## config.mk

```make
export PLATFORM = sky130hd
export DESIGN_NAME = axis_packet_fifo_flat
export DESIGN_NICKNAME = d
export VERILOG_FILES = /design/src/rtl/axis_packet_fifo_if.sv /design/src/rtl/axis_packet_fifo.sv /design/src/flat_wrapper.sv
export SDC_FILE = /design/constraint.sdc
export NUM_CORES = 1
export LEC_CHECK = 0
export CAP_MARGIN = 10
export CORE_MARGIN = 8
export CORE_UTILIZATION = 50
export CTS_BUF_LIST = sky130_fd_sc_hd__clkbuf_4 sky130_fd_sc_hd__clkbuf_8
export CTS_CLUSTER_DIAMETER = 150
export DETAILED_ROUTE_END_ITERATION = 16
export MAX_ROUTING_LAYER = met4
export PLACE_DENSITY = 0.67
export SYNTH_ARGS = -nofsm -noshare
export SYNTH_HDL_FRONTEND = slang
export SYNTH_SLANG_ARGS = --single-unit
```

## constraint.sdc

```tcl
create_clock -name axis_aclk -period 3.3 [get_ports axis_aclk]
set_clock_uncertainty 0.1 [all_clocks]
set_input_delay 0.33 -clock axis_aclk [delete_from_list [all_inputs] [get_ports axis_aclk]]
set_output_delay 0.33 -clock axis_aclk [all_outputs]
set_load 0.03 [all_outputs]
```

## src/rtl/axis_packet_fifo_if.sv

```systemverilog
// axis_if: AXI4-Stream beat bundle (data, strobes, last, valid/ready handshake)
interface axis_if #(
    parameter int DATA_WIDTH = 32
);
    logic [DATA_WIDTH-1:0]   tdata;
    logic [DATA_WIDTH/8-1:0] tstrb;
    logic                    tvalid;
    logic                    tlast;
    logic                    tready;

    modport master (output tdata, tstrb, tvalid, tlast, input tready);
    modport slave  (input tdata, tstrb, tvalid, tlast, output tready);
endinterface

```

## src/rtl/axis_packet_fifo.sv

```systemverilog
// axis_packet_fifo: AXI4-Stream FIFO with cut-through or store-and-forward release
module axis_packet_fifo #(
    parameter int DATA_WIDTH = 32,
    parameter int ADDR_WIDTH = 4,
    parameter int PKT_MODE   = 0
) (
    input  logic                axis_aclk,
    input  logic                axis_aresetn,
    axis_if.slave               s02_axis,
    axis_if.master              m02_axis,
    output logic [ADDR_WIDTH:0] occupancy,
    output logic                oversize
);
    localparam int EW = DATA_WIDTH + DATA_WIDTH / 8 + 1;
    localparam logic [ADDR_WIDTH:0] FULL = (ADDR_WIDTH + 1)'(2 ** ADDR_WIDTH);

    logic [EW-1:0]         mem [2 ** ADDR_WIDTH];
    logic [ADDR_WIDTH-1:0] wr_ptr, rd_ptr;
    logic [ADDR_WIDTH:0]   pkt_cnt;
    logic                  release_flag;
    logic [EW-1:0]         head;
    logic                  avail, push, pop, push_last, pop_last;

    assign head      = mem[rd_ptr];
    assign push      = s02_axis.tvalid && s02_axis.tready;
    assign pop       = avail && m02_axis.tready;
    assign push_last = push && s02_axis.tlast;
    assign pop_last  = pop && head[EW-1];

    // tready depends only on registered occupancy, so no input reaches it combinationally
    assign s02_axis.tready = occupancy < FULL;

    // Store-and-forward waits for a whole packet unless a full buffer forced a release
    assign avail = (PKT_MODE != 0) ? (pkt_cnt != '0 || (release_flag && occupancy != '0))
                                   : occupancy != '0;
    assign m02_axis.tvalid = avail;

    // Present the head entry while valid, zeros otherwise
    always_comb begin
        {m02_axis.tlast, m02_axis.tstrb, m02_axis.tdata} = avail ? head : '0;
    end

    // Beat storage; contents are never reset, pointers decide what is live
    always_ff @(posedge axis_aclk) begin
        if (push) mem[wr_ptr] <= {s02_axis.tlast, s02_axis.tstrb, s02_axis.tdata};
    end

    // Pointers, occupancy, complete-packet count and forced-release tracking
    always_ff @(posedge axis_aclk) begin
        if (!axis_aresetn) begin
            wr_ptr       <= '0;
            rd_ptr       <= '0;
            occupancy    <= '0;
            pkt_cnt      <= '0;
            release_flag <= 1'b0;
            oversize     <= 1'b0;
        end else begin
            if (push) wr_ptr <= wr_ptr + 1'b1;
            if (pop) rd_ptr <= rd_ptr + 1'b1;
            occupancy <= (push && !pop) ? occupancy + 1'b1 :
                         (!push && pop) ? occupancy - 1'b1 : occupancy;
            pkt_cnt   <= (push_last && !pop_last) ? pkt_cnt + 1'b1 :
                         (!push_last && pop_last) ? pkt_cnt - 1'b1 : pkt_cnt;
            if (PKT_MODE != 0 && occupancy == FULL && pkt_cnt == '0) begin
                release_flag <= 1'b1;
                oversize     <= 1'b1;
            end else if (pop_last) begin
                release_flag <= 1'b0;
            end
        end
    end
endmodule

```

## src/flat_wrapper.sv

```systemverilog
// flat-port wrapper written by rule: the top's interface ports become plain ports
module axis_packet_fifo_flat 
#(
    parameter int DATA_WIDTH = 32,
    parameter int ADDR_WIDTH = 4,
    parameter int PKT_MODE   = 0
)
  (axis_aclk, axis_aresetn, occupancy, oversize, s02_axis_tdata, s02_axis_tstrb, s02_axis_tvalid, s02_axis_tlast, s02_axis_tready, m02_axis_tdata, m02_axis_tstrb, m02_axis_tvalid, m02_axis_tlast, m02_axis_tready);
  axis_if #(.DATA_WIDTH(DATA_WIDTH)) s02_axis_i ();
  axis_if #(.DATA_WIDTH(DATA_WIDTH)) m02_axis_i ();
  input  logic axis_aclk;
  input  logic axis_aresetn;
  output logic [ADDR_WIDTH:0] occupancy;
  output logic oversize;
  input wire logic [$bits(s02_axis_i.tdata)-1:0] s02_axis_tdata;
  input wire logic [$bits(s02_axis_i.tstrb)-1:0] s02_axis_tstrb;
  input wire logic [$bits(s02_axis_i.tvalid)-1:0] s02_axis_tvalid;
  input wire logic [$bits(s02_axis_i.tlast)-1:0] s02_axis_tlast;
  output wire logic [$bits(s02_axis_i.tready)-1:0] s02_axis_tready;
  output wire logic [$bits(m02_axis_i.tdata)-1:0] m02_axis_tdata;
  output wire logic [$bits(m02_axis_i.tstrb)-1:0] m02_axis_tstrb;
  output wire logic [$bits(m02_axis_i.tvalid)-1:0] m02_axis_tvalid;
  output wire logic [$bits(m02_axis_i.tlast)-1:0] m02_axis_tlast;
  input wire logic [$bits(m02_axis_i.tready)-1:0] m02_axis_tready;
  assign s02_axis_i.tdata = s02_axis_tdata;
  assign s02_axis_i.tstrb = s02_axis_tstrb;
  assign s02_axis_i.tvalid = s02_axis_tvalid;
  assign s02_axis_i.tlast = s02_axis_tlast;
  assign s02_axis_tready = s02_axis_i.tready;
  assign m02_axis_tdata = m02_axis_i.tdata;
  assign m02_axis_tstrb = m02_axis_i.tstrb;
  assign m02_axis_tvalid = m02_axis_i.tvalid;
  assign m02_axis_tlast = m02_axis_i.tlast;
  assign m02_axis_i.tready = m02_axis_tready;
  axis_packet_fifo #(.DATA_WIDTH(DATA_WIDTH), .ADDR_WIDTH(ADDR_WIDTH), .PKT_MODE(PKT_MODE)) u_core (.axis_aclk(axis_aclk), .axis_aresetn(axis_aresetn), .s02_axis(s02_axis_i), .m02_axis(m02_axis_i), .occupancy(occupancy), .oversize(oversize));
endmodule
```

## Word-level counts from Yosys, hierarchy flattened

Memory sizes are Yosys's and may differ from the RTL's. A register that Yosys moved wholly into a read port is not among the register bits.
Cells that the tools add are included.

- Register bits after elaboration: 13
- Latch bits: 0
- RAM bits: 592
- Memory bits (read-only): 0
- Memories: 1

- Add/sub/neg operators: 4
- Multiply operators: 0
- Div/mod/pow operators: 0
- Magnitude comparators: 1
- Equal/unequal tests: 0
- Shifts and indexed selects: 0
- Multiplexer cells: 7
- Bitwise gates (word level): 0
- Reductions and logical operators: 8

Memory list:

| memory | words | width | rd ports | clocked after Yosys merged registers in | wr ports | line | source |
|---|---|---|---|---|---|---|---|
| u_core.mem | 16 | 37 | 1 | 1 | 1 | axis_packet_fifo.sv:17 | `logic [EW-1:0] mem [2 ** ADDR_WIDTH];` |

Operator list:

| kind | number |
|---|---|
| 2-to-1 mux 37 bit | 1 |
| 2-to-1 mux 5 bit | 2 |
| adder 4 x 1 -> 4 bit (second input constant) | 2 |
| 2-to-1 mux 4 bit | 2 |
| adder 5 x 1 -> 5 bit (second input constant) | 1 |
| < comparator 5 bit (second input constant) | 1 |
| nonzero test 5 bit | 1 |
| subtractor 5 x 1 -> 5 bit (second input constant) | 1 |
| logical AND 1 bit | 4 |
| logical NOT 1 bit | 2 |
| 2-to-1 mux 1 bit | 2 |
| nonzero test 2 bit | 1 |

## Longest topological paths before layout

- Depth in word-level cells: 6
- Gate-level depth with buffers: 9
- Depth with buffers taken out: 9

## Worst setup path after synthesis

OpenSTA, ideal clock, no wires.

- Kind: reg-to-reg
- Start: register u_core.occupancy[1]
- End: register u_core.occupancy[3]
- Arrival time: 2.768 ns
- Data required time: 3.138 ns
- Setup slack: 0.370 ns
- Stages on the path, launching flop included: 10
- Path buffers: 0
- Period minus slack after synthesis: 2.930 ns
- Cells stage by stage: dfxtp_1 -> or4_4 -> o21ai_1 -> ha_1 -> inv_1 -> ha_1 -> a21o_1 -> a21oi_1 -> or4b_2 -> nand3_1

- Cells in the longest elaborated chain, start to end: 5

Ends and longest elaborated chain:

| element | line | source |
|---|---|---|
| start: declaration | axis_packet_fifo.sv:11 | `output logic [ADDR_WIDTH:0] occupancy,` |
| start signal: assignment | axis_packet_fifo.sv:60 | `occupancy <= (push && !pop) ? occupancy + 1'b1 :` |
| < comparator 5 bit or nonzero test 5 bit (tied branches) | - |  |
| logical AND 1 bit (on tied branches) | axis_packet_fifo.sv:25, axis_packet_fifo.sv:26 |  |
| logical NOT 1 bit (on tied branches) | axis_packet_fifo.sv:61, axis_packet_fifo.sv:60 |  |
| logical AND 1 bit (on tied branches) | axis_packet_fifo.sv:61, axis_packet_fifo.sv:60 |  |
| nonzero test 2 bit (no line) or 2-to-1 mux 5 bit (tied branches) | - |  |

Several ways; a longest one is shown, not always the timed one. The select of a mux whose other input is x is not followed.
A chain may end at the register's enable or synchronous reset.

## Worst setup path in the final report

- Start: register u_core.occupancy[1]
- End: output m02_axis_tstrb[1]

- Cells in the longest elaborated chain, start to end: 2

Ends and longest elaborated chain:

| element | line | source |
|---|---|---|
| nonzero test 5 bit | - |  |
| 2-to-1 mux 37 bit | axis_packet_fifo.sv:40 | `{m02_axis.tlast, m02_axis.tstrb, m02_axis.tdata} = avail ? head : '0;` |
| end: declaration | flat_wrapper.sv:21 | `output wire logic [$bits(m02_axis_i.tstrb)-1:0] m02_axis_tstrb;` |

No other way between the ends.

==> impl_metrics.json <==
{
  "ios": 86,
  "cts_root_buf": "clkbuf_8",
  "busiest_layer": "met2",
  "fmax_mhz": 309,
  "crit_end": "m02_axis_tstrb[1]",
  "synth_edf_count": 592,
  "synthTopCellsByCount": "592 x edfxtp_1, 148 x mux4_2, 37 x a221o_1, 37 x mux2_2, 37 x nor2b_1",
  "crit_fanout": 10,
  "ir_drop_mv": 0.422,
  "grtUsageTotal_pct": 19.5,
  "tns_ns": 0,
  "synth_top_area_share_pct": 76.0,
  "grt_pass1_vias": 11734,
  "relSlewSlack_pct": 62.3,
  "status": "finished clean",
  "cp.required_ns": 2.87,
  "hold_buffers": 0,
  "routedWlPerCell_um": 26.7,
  "ys_types": 42,
  "cts.clk_slew.worst_paths_ns": 0.06,
  "worst_pin_slew_ns": 0.565,
  "min_period_ns": 3.24,
  "reg2reg_to": "u_core.occupancy[3]",
  "layout.nets": 1267,
  "clk_latency_ns": 0.66,
  "die-area_sq_mm": 0.0540,
  "synth.ff_latch_count": 609,
  "syn_to_final_growth_pct": 18.5,
  "syn_inst": 1008,
  "place.gp.congestion": 0.712,
  "drv_slew": 0,
  "dp_cells": 1707,
  "detail_route.first_pass.iterations": 5,
  "r2r_slack_ns": 0.42,
  "start_kind": "flip-flop",
  "hold_violations": 0,
  "synth.most_common_cell": "edfxtp_1",
  "met3_usage_pct": 3.96,
  "place_area_sq_mm": 0.0254,
  "vias": 11044,
  "p_leak_nw": 8.84,
  "die_h_um": 232,
  "synth_area_sq_mm": 0.0234,
  "core_sq_mm": 0.0464,
  "die_x_um": 232,
  "drcViolationCount": 0,
  "seq_area_frac_synth_pct": 77.4,
  "grt_pass1_wl_um": 74700,
  "rr_startpoint": "u_core.occupancy[1]",
  "final_layout_size_suffix_gt1_share_pct": 36.8,
  "initial_core_util_pct": 50.5,
  "critPathTopFamily": "simple AND/OR/NAND/NOR gates",
  "use_met1_pct": 25.2,
  "rsz0062_at_grt": "true",
  "grt_overflow": 0,
  "crit_top_cell": "buf_12",
  "clock_sinks": 609,
  "whs_ns": 0.373,
  "num_rows": 79,
  "power_density_mw_per_mm2": 756,
  "worstPathCellList": "or4_4 > or2_4 > nor2b_4 > buf_12 > a221o_1 > buf_12",
  "critPathLaunch": "u_core.occupancy[1]",
  "tritoncts": "yes",
  "rr_worst_depth": 10,
  "cp_num_cells": 6,
  "ant_nets": 0,
  "drv_cap": 0,
  "avgViaCountPerCell": 5.80,
  "grt_use_met2_pct": 30.8,
  "postRouteWirelength_um": 50900,
  "grt_antenna_before_repair": 2,
  "synth.avg_cell_area_sq_um": 23.2,
  "finish.utilization_pct": 59.8,
  "htreeDepth": 3,
  "synth_warnings": 0,
  "critical_path.max_stage_delay_ns": 0.57,
  "synth_ff_type": "edfxtp_1",
  "crit_type": "flip-flop to primary output",
  "syn_nets": 1059,
  "layout.cells.non_filler": 1904,
  "critPathArrivalTime_ns": 2.81,
  "grt_max_degree": 39,
  "end_kind": "primary output",
  "setup_viol": 0,
  "layout_worst_path_cycle_share_pct": 98.1,
  "cp.buffers_inverters": 2,
  "clk_path_buf_depth": 3,
  "crit_slowest_cell": "or4_4",
  "numCtsBuffers": 95,
  "synth_area_leader_cell": "edfxtp_1",
  "async_flop_share_pct": 0,
  "synth_area_leaders": "edfxtp_1 76%, mux4_2 14%, mux2_2 1.8%",
  "min-delay-path-class": "primary input to flip-flop",
  "port-buffer-count": 84,
  "initialDrtViolationCount": 949,
  "post-route-cell-area_sq_mm": 0.0277,
  "dp.final_hpwl_um": 27800
}
-- tightest hold or removal path, delay by kind of cell --
kind | cells | cell delay [ns]
AND/OR/NAND/NOR | 1 | 0.15
XOR/XNOR | 1 | 0.06
buffers and inverters | 1 | 0.42
AO/OA/AOI/OAI | 1 | 0.10
-- worst min path at each step --
stage,end,depth (start not counted),startpoint
2_1_floorplan,u_core.mem[0][0],0,s02_axis_tdata[0]
3_3_place_gp,u_core.occupancy[4],2,u_core.occupancy[4]
3_5_place_dp,u_core.occupancy[4],2,u_core.occupancy[4]
4_1_cts,flip-flop,4,m02_axis_tready
5_1_grt,flip-flop,4,m02_axis_tready
6_report,u_core.rd_ptr[2],4,m02_axis_tready
-- cells by family (layout without fill, tap and decap cells) --
| logic type | Yosys count | count (layout) | synth area share, % |
|---|---|---|---|
| DFF | 609 | 609 | 77.4 |
| muxes | 188 | 188 | 16.1 |
| and+or+nand+nor | 88 | 88 | 2.35 |
| buffers and inverters | 55 | 342 | 1.30 |
| AOI/OAI and AO/OA | 50 | 50 | 1.95 |
| adders and majority gates | 10 | 10 | 0.567 |
| xor gates and xnor gates | 7 | 7 | 0.262 |
| other | 1 | 3 | 0.0160 |
-- per-layer routing --
layer	vias to the layer above	wire (um)	part of all wire, %
met5	-	0	0
met4	0	1220	2.4
met3	86	3020	5.9
met2	376	25300	50
met1	5863	21300	42
li1	4719	-	-
-- cells in the final DEF, fill, tap and decap left out, drive strengths merged, types with 2 or more instances in the layout --
master         Yosys  layout
a21oi              3       3
a221o             37      37
and2              24      24
and2b              4       4
buf               35     108
bufinv             0       3
clkbuf            16     132
clkdlybuf4s15      0       2
clkdlybuf4s50      0      47
clkinv             0      38
clkinvlp           0       3
dfxtp             17      17
diode              0       2
dlygate4sd2        0       2
edfxtp           592     592
ha                 9       9
inv                4       7
mux2              37      37
mux2i              3       3
mux4             148     148
nand2              5       5
nand3              4       4
nor2               4       4
nor2b             38      38
o211ai             2       2
o21a               2       2
o21ai              3       3
xnor2              7       7
-- state kept, by name (all words and copies together), names as in the netlist, named ones only --
register	flops
u_core.mem	592
u_core.wr_ptr	4
u_core.rd_ptr	4
u_core.occupancy	5
-- per-stage QoR --
step	total power, W	worst slack, ns
after CTS	0.0211	-0.0772
after global routing	0.0218	-0.0303
final	0.0210	0.0637
after detailed placement	0.0145	0.312
after global placement	0.0145	0.334
after floorplan	0.0127	0.370
-- area by class of cell --
cell class | count | area [sq um]
Fill cell | 3274 | 18600
Sequential cell | 609 | 18100
Multi-Input combinational cell | 344 | 5030
Timing Repair Buffer | 162 | 1920
Clock buffer | 129 | 1570
Tap cell | 607 | 759
Clock inverter | 47 | 308
Inverter | 4 | 15.0
Antenna cell | 2 | 5.00
-- power by group --
group | internal, W | switching (W) | leakage [nW]
logic | 0.00299 | 0.00290 | 2.37
registers | 0.00878 | 0.000114 | 5.48
clock network | 0.00334 | 0.00286 | 0.989
total | 0.0151 | 0.00588 | 8.84
-- what timing repair did --
action / 4_1_cts / 5_1_grt
setup buffers: 14 / 3
setup endpoints to repair: 37 / 23
pin swaps: 7 / 3
gates cloned: 0 / 3
resized for setup: 31 / 15
(Power assumes the default switching activity.)
